**src/rtl/instr_issue_ctrl.sv**
```systemverilog
// rtl/instr_issue_ctrl.sv - program-driven operand issue engine for the ALU datapath
//
// Holds a DEPTH-entry program of {opcode[18:16], a[15:8], b[7:0]} words and
// issues them one at a time to the ALU. The {carry_out, alu_out} result of
// each entry is captured and presented on a one-cycle res_valid strobe.
//
// Ports:
//   clk        rising-edge clock
//   reset      synchronous active-low reset
//   prog_we    program write strobe (ignored while busy)
//   prog_addr  program write address
//   prog_data  program word {opcode, a, b}
//   start      begin a run (sampled only in IDLE)
//   prog_len   number of entries to run (0 = none, >DEPTH clamped to DEPTH)
//   a, b       ALU operands
//   opcode     ALU opcode
//   issue      strobe: a/b/opcode are new this cycle
//   alu_out    ALU result
//   carry_out  ALU carry
//   res_valid  strobe: res_data/res_idx valid
//   res_data   captured {carry_out, alu_out}
//   res_idx    program index of the captured result
//   busy       high in every state except IDLE
//   done       strobe at the end of a run

module instr_issue_ctrl #(
    parameter int DEPTH   = 8,
    parameter int AW      = 3,
    parameter int ALU_LAT = 1
) (
    input  logic          clk,
    input  logic          reset,
    input  logic          prog_we,
    input  logic [AW-1:0] prog_addr,
    input  logic [18:0]   prog_data,
    input  logic          start,
    input  logic [AW:0]   prog_len,
    output logic [7:0]    a,
    output logic [7:0]    b,
    output logic [2:0]    opcode,
    output logic          issue,
    input  logic [7:0]    alu_out,
    input  logic          carry_out,
    output logic          res_valid,
    output logic [8:0]    res_data,
    output logic [AW-1:0] res_idx,
    output logic          busy,
    output logic          done
);

    localparam int CW = (ALU_LAT > 1) ? $clog2(ALU_LAT) : 1;
    localparam logic [CW-1:0] CNT_INIT = CW'(ALU_LAT - 1);
    localparam logic [AW:0]   LEN_MAX  = (AW + 1)'(DEPTH);
    localparam logic [AW:0]   LEN_ONE  = (AW + 1)'(1);

    typedef enum logic [2:0] {
        S_IDLE,
        S_FETCH,
        S_ISSUE,
        S_WAIT,
        S_CAPTURE,
        S_DONE
    } state_t;

    state_t r_state;
    state_t w_next;

    logic [18:0]   r_mem [DEPTH];
    logic [AW-1:0] r_pc;
    logic [AW:0]   r_len;
    logic [CW-1:0] r_cnt;
    logic [7:0]    r_a;
    logic [7:0]    r_b;
    logic [2:0]    r_opcode;
    logic [8:0]    r_res_data;
    logic [AW-1:0] r_res_idx;

    logic [AW:0]   w_len_clamped;
    logic          w_last;
    logic          w_cnt_zero;

    assign w_len_clamped = (prog_len > LEN_MAX) ? LEN_MAX : prog_len;
    assign w_last        = ({1'b0, r_pc} == (r_len - LEN_ONE));
    assign w_cnt_zero    = (r_cnt == '0);

    // Program memory is deliberately left out of reset so a loaded program
    // survives a reset-aborted run.
    always_ff @(posedge clk) begin
        if (prog_we && (r_state == S_IDLE)) begin
            r_mem[prog_addr] <= prog_data;
        end
    end

    always_ff @(posedge clk) begin
        if (!reset) begin
            r_state <= S_IDLE;
        end else begin
            r_state <= w_next;
        end
    end

    always_comb begin
        w_next    = r_state;
        issue     = 1'b0;
        res_valid = 1'b0;
        busy      = 1'b1;
        done      = 1'b0;
        case (r_state)
            S_IDLE: begin
                busy = 1'b0;
                if (start) begin
                    w_next = (w_len_clamped != '0) ? S_FETCH : S_DONE;
                end
            end
            S_FETCH: begin
                w_next = S_ISSUE;
            end
            S_ISSUE: begin
                issue  = 1'b1;
                w_next = S_WAIT;
            end
            S_WAIT: begin
                if (w_cnt_zero) begin
                    w_next = S_CAPTURE;
                end
            end
            S_CAPTURE: begin
                res_valid = 1'b1;
                w_next    = w_last ? S_DONE : S_FETCH;
            end
            S_DONE: begin
                done   = 1'b1;
                w_next = S_IDLE;
            end
            default: begin
                w_next = S_IDLE;
            end
        endcase
    end

    // The operand registers double as the ALU drive: loading them on the
    // FETCH->ISSUE edge makes a/b/opcode new exactly in the ISSUE cycle,
    // and they hold until the next entry is fetched.
    always_ff @(posedge clk) begin
        if (!reset) begin
            r_pc       <= '0;
            r_len      <= '0;
            r_cnt      <= '0;
            r_a        <= '0;
            r_b        <= '0;
            r_opcode   <= '0;
            r_res_data <= '0;
            r_res_idx  <= '0;
        end else begin
            case (r_state)
                S_IDLE: begin
                    if (start && (w_len_clamped != '0)) begin
                        r_pc  <= '0;
                        r_len <= w_len_clamped;
                    end
                end
                S_FETCH: begin
                    {r_opcode, r_a, r_b} <= r_mem[r_pc];
                end
                S_ISSUE: begin
                    r_cnt <= CNT_INIT;
                end
                S_WAIT: begin
                    if (w_cnt_zero) begin
                        r_res_data <= {carry_out, alu_out};
                        r_res_idx  <= r_pc;
                    end else begin
                        r_cnt <= r_cnt - CW'(1);
                    end
                end
                S_CAPTURE: begin
                    if (!w_last) begin
                        r_pc <= r_pc + AW'(1);
                    end
                end
                default: begin
                end
            endcase
        end
    end

    assign a        = r_a;
    assign b        = r_b;
    assign opcode   = r_opcode;
    assign res_data = r_res_data;
    assign res_idx  = r_res_idx;

endmodule

```
**config.mk**
```make
export PLATFORM = sky130hd
export DESIGN_NAME = instr_issue_ctrl
export DESIGN_NICKNAME = d
export VERILOG_FILES = /design/src/rtl/instr_issue_ctrl.sv
export SDC_FILE = /design/constraint.sdc
export NUM_CORES = 1
export LEC_CHECK = 0
export ABC_AREA = 1
export BUFFER_PORTS_ARGS = -buffer_cell sky130_fd_sc_hd__buf_4
export CAP_MARGIN = 10
export CELL_PAD_IN_SITES_DETAIL_PLACEMENT = 1
export CELL_PAD_IN_SITES_GLOBAL_PLACEMENT = 1
export CORE_UTILIZATION = 25
export DETAILED_ROUTE_END_ITERATION = 7
export PLACE_DENSITY_LB_ADDON = 0.1
export SKIP_LAST_GASP = 1
export SLEW_MARGIN = 20
export SYNTH_ARGS = -nofsm -noshare
export SYNTH_HDL_FRONTEND = slang
export SYNTH_SLANG_ARGS = --single-unit
```
**constraint.sdc**
```tcl
create_clock -name clk -period 3.65 [get_ports clk]
set_clock_uncertainty 0.05 [all_clocks]
set_input_delay 0.1825 -clock clk [delete_from_list [all_inputs] [get_ports clk]]
set_output_delay 0.1825 -clock clk [all_outputs]
set_load 0.01 [all_outputs]
```
### Yosys cells after proc, flatten, opt, wreduce, memory -nomap -nowiden

Memories as Yosys holds them, arrays and structs flattened. A register that Yosys moved wholly into a read port is not among the register bits.
Index checks and enable logic that the tools add are counted.

* flip-flop bits (word level): 23
* memories kept: 1
* bits in writable memories: 152
* output and inout bits: 35
* input bits: 39

* mux-type cells: 17
* bitwise gates (word level): 1
* reductions and logical operators: 11
* eq/ne operators: 10
* order comparisons: 1
* $add $sub $neg: 3

Memories
* r_mem: words 8, bits a word 19, read ports 1, clocked after Yosys merged registers in 1, write ports 1, RTL line 68 `logic [18:0] r_mem [DEPTH];`

Operator list (number)
* $mux 3: 6
* $pmux 3 s5: 1
* $mux 1: 7
* $eq 3x2->1 const B: 2
* $eq 3x3->1 const B: 2
* $ne 2x2->1 const B: 3
* $pmux 3 s2: 1
* $reduce_and 2->1: 3
* $eq 3x4->1: 1
* $gt 4x4->1 const B: 1
* $mux 4: 1
* $reduce_bool 2->1: 2
* $reduce_bool 4->1: 1
* $sub 4x1->4 const B: 1
* $add 3x1->3 const B: 1
* $eq 3x1->1 const B: 1
* $logic_not 3->1: 1
* $reduce_and 3->1: 1
* $logic_and 1x1->1: 2
* $ne 2x1->1 const B: 1
* $pmux 1 s2: 1
* $logic_not 1->1: 1
* $not 1->1: 1
* $sub 1x1->1 const B: 1

### Depth between registers and ports, before layout

* depth in word-level cells: 6
* mapped depth: 12
* mapped depth without buffers: 12

### Worst setup path after synthesis

OpenSTA, ideal clock, no wires.

* path type: reg2reg
* start point: register r_state[0]
* end point: memory r_mem[6][0] (enable)
* period minus slack after synthesis: 2734 ps
* setup time: 419 ps
* path slack: 916 ps
* data required time: 3181 ps
* arrival: 2265 ps
* stages on the path, launching flop included: 8
* cell sequence: dfxtp_1 -> nor2_2 -> inv_2 -> nor2_2 -> inv_2 -> nor2_1 -> nand2_1 -> nor3_1

* word-level cells in the longest chain between the ends: 4

Ends and longest elaborated chain
* start: declaration: RTL line 65 `state_t r_state;`
* start signal: assignment: RTL line 98 `r_state <= w_next;`
* $logic_not 3->1: RTL line 89 `if (prog_we && (r_state == S_IDLE)) begin`
* $logic_and 1x1->1: RTL line 89
* $mux 1: RTL line 89
* $mux 1 (not written as such): RTL line 90 `r_mem[prog_addr] <= prog_data;`
* end: declaration: RTL line 68

Every way passes these cells.

### Final worst setup path

* start point: register r_pc[0]
* end point: register r_pc[1]

* word-level cells in the longest chain between the ends: 3
* elaborated cells on any way between the ends: 6

Ends and longest elaborated chain
* start: declaration: RTL line 69 `logic [AW-1:0] r_pc;`
* start signal: assignment: RTL line 178 `r_pc <= r_pc + AW'(1);`
* $add 3x1->3 / $eq 3x4->1 (equally long branches): RTL line 178, 83
* $mux 3 / $ne 2x2->1 (equally long branches)
* $pmux 3 s2 / $reduce_and 3->1 (equally long branches)

Several ways; a longest one is shown, not always the timed one. The select of a mux whose other input is x is not followed.
A chain may end at the register's enable or synchronous reset.

==> results.md <==
- Share of cells above drive strength 1: 18.2%
- CTS tree: built
- Peak supply drop: 0.000314 V
- Die Width: 177 um
- Die ar.: 31,200 um^2
- Hold Crit Endpoint: r_state[2]
- Synth warn: 0
- CTS Buf Count: 17
- CP Data Required Time: 3.93 ns
- Die Height: 177 um
- Skew-Pair Late Insertion Delay: 0.43 ns
- NetSw: 1.13 mW
- Combinational share of power: 8.7%
- Reg2Reg Depth: 10
- Outcome: complete, no violations
- Ys flop type: edfxtp_1
- Final setup violation count: 0
- Placed wire-length estimate: 12,600 um
- Hold Path Origin: start
- CTS Sinks: 193
- Worst hold-check path type: in2reg
- RR Startpoint: r_pc[0]
- Num ports: 74
- Asr flop ratio synth: 0%
- Final WL: 20,900 um
- Dpl cells: 1,098
- Initial Util: 25.6%
- Syn_area_per_cell: 11.6 um^2
- Max Fclk: 488 MHz
- Final worst slack: 1.60 ns
- Commonest non-fill, non-tap cell in the layout: edfxtp_1
- GRT Overall Usage: 14.1%
- CP Class: reg2reg
- Antenna Cells: 0
- Post-CTS sizing: 0
- Vias in the first global route: 5,596
- Startpoint types: flop
- Final Core Density: 31.9%
- Core Rows: 63
- Fin nets: 799
- Setup tns final: 0 ns
- Max-slew violations: 0
- Port bufs: 73
- Grt ovf: 0
- CP endpoint kind: flop
- Clock power share: 40.9%
- RSZ-0062 raised after global routing: false
- Max Root-Sink Buffers: 2
- Antenna-violating nets left: 0
- Hold Crit Depth: 3
- Post-synthesis sequential area ratio: 70.6%
- Cell count after synthesis: 658
- Root buffer cell: clkbuf_16
- Post-synthesis register bit count: 193
- Avg WL per Cell: 18.0 um
- Most frequent cells in the layout: 152 x edfxtp_1, 147 x nor2_1, 88 x buf_4
- Core Area: 29,800 um^2
- Slew @ Worst Pin: 0.964 ns
- Cell Count, Final, Fillers Out: 1,161
- Netlist Area Pre-Place: 7620 um^2
- Max-cap violation count: 0
- First-pass GRT wire length: 32,400 um
- Sw Ratio: 23.1%
- Pre-CTS WS: 1.54 ns
- WHS: 0.0392 ns
- Sequential Power Share: 50.4%
- Final Hold Vio Count: 0
- DRT Pass-1 Iters: 4
- R2R Setup Slk: 1.60 ns
- GP Congestion: 0.706
- Power Dens Cells: 514 nW/um^2
- Vias: 5,253
- Violation count after the first detailed-route iteration: 187
- CP max FO: 79
- Part of the cycle the worst path needs: 56.1%
- Yosys cell types: 32
- Syn Nets: 699
- Largest net degree at the start of global routing: 81
- DRC: 0
- P_int: 3.76 mW
- Via/cell ratio: 4.52
- Layout area overhead: 24.7%
- Critical Path AT: 2.33 ns
- FF-to-FF End: r_pc[1]
- Fin crit period: 2.05 ns
- Initial antenna violation count: 0
- Worst-path clk slew: 0.07 ns
- Worst slew margin: 35.6%
- EDFF count, synth: 152
- LEAKAGE: 3.34 nW
- H-tree Lvls: 4
==> cell families after synthesis <==
group / share of synthesized area (%)
and+or+nand+nor: 12.8
adders and majority gates: 0.328
AOI/OAI and AO/OA: 11.8
buffers and inverters: 4.28
DFF: 70.6
xor gates and xnor gates: 0.115
==> layout make-up <==
type                       count  area, um^2
sequential                   193        5390
multi-input combinational    403        1940
clock buffer                  18         429
tap                          390         488
clock inverter                14         199
fill                        3296       20300
timing repair buffer         119         971
inverter                      24        92.6
==> synthesized netlist by cell type, types with 4 or more instances <==
| cell type | count | share of area (%) |
|---|---|---|
| buf_2 | 11 | 0.72 |
| o21ai_1 | 35 | 2.3 |
| inv_1 | 18 | 0.89 |
| buf_6 | 7 | 1.0 |
| a21oi_1 | 25 | 1.6 |
| o211ai_1 | 38 | 3.7 |
| nor2_1 | 153 | 7.5 |
| nand3_1 | 31 | 2.0 |
| dfxtp_1 | 41 | 11 |
| clkbuf_2 | 5 | 0.33 |
| edfxtp_1 | 152 | 60 |
| nand2_1 | 48 | 2.4 |
| clkbuf_1 | 11 | 0.54 |
| o21ai_0 | 56 | 3.7 |
| inv_2 | 4 | 0.20 |
==> through the flow <==
step,instance area [um^2],power [mW]
final,9510,4.89
after global placement,8570,2.92
after floorplan,7620,2.73
after global routing,9510,5.10
after detailed placement,8570,2.93
after CTS,9510,4.98
==> repair_timing <==
action	in CTS	in global routing
hold buffers	31	0
setup buffers	0	0
endpoints found under the hold margin	164	0
==> how the worst max path moves through the flow <==
stage,endpoint,slack (ns),from
floorplan,r_mem[6][0],0.92,r_state[0]
global placement,r_pc[1],1.57,r_pc[0]
detailed placement,r_pc[1],1.54,r_pc[0]
CTS,r_pc[1],1.54,r_pc[0]
global route,r_pc[1],1.32,r_pc[0]
finish,r_pc[1],1.60,r_pc[0]
==> power by group through the flow <==
stage               Combinational [mW]  Clock, mW  Sequential, mW
finish                           0.427       2.00            2.46
CTS                              0.443       2.07            2.47
floorplan                        0.209          0            2.52
detailed placement               0.414          0            2.51
global route                     0.483       2.14            2.47
global placement                 0.405          0            2.51
==> routing by layer <==
metal	GRT usage, %	share of wire, %
met4	3.13	0.61
met3	3.03	2.9
met1	17.4	46
met2	24.9	50
met5	0	0
==> registers in the layout, summed over array words and instances (netlist names) <==
signal / flops
r_state: 3
b: 8
opcode: 3
r_mem: 152
a: 8
r_pc: 3
r_len: 4
res_idx: 3
res_data: 9
==> worst max-delay path, cell delays in order (launching register included) <==
cell and delay [ns]:
dfxtp_2 0.43, inv_4 0.64, nand2_1 0.12, nand2_1 0.12, nand2_1 0.06, nor2_1 0.15
nand3_1 0.14, nand2_1 0.11, nand2_1 0.05, nand2_1 0.05, nor2_1 0.04
Power figures use the tool's default switching activity.
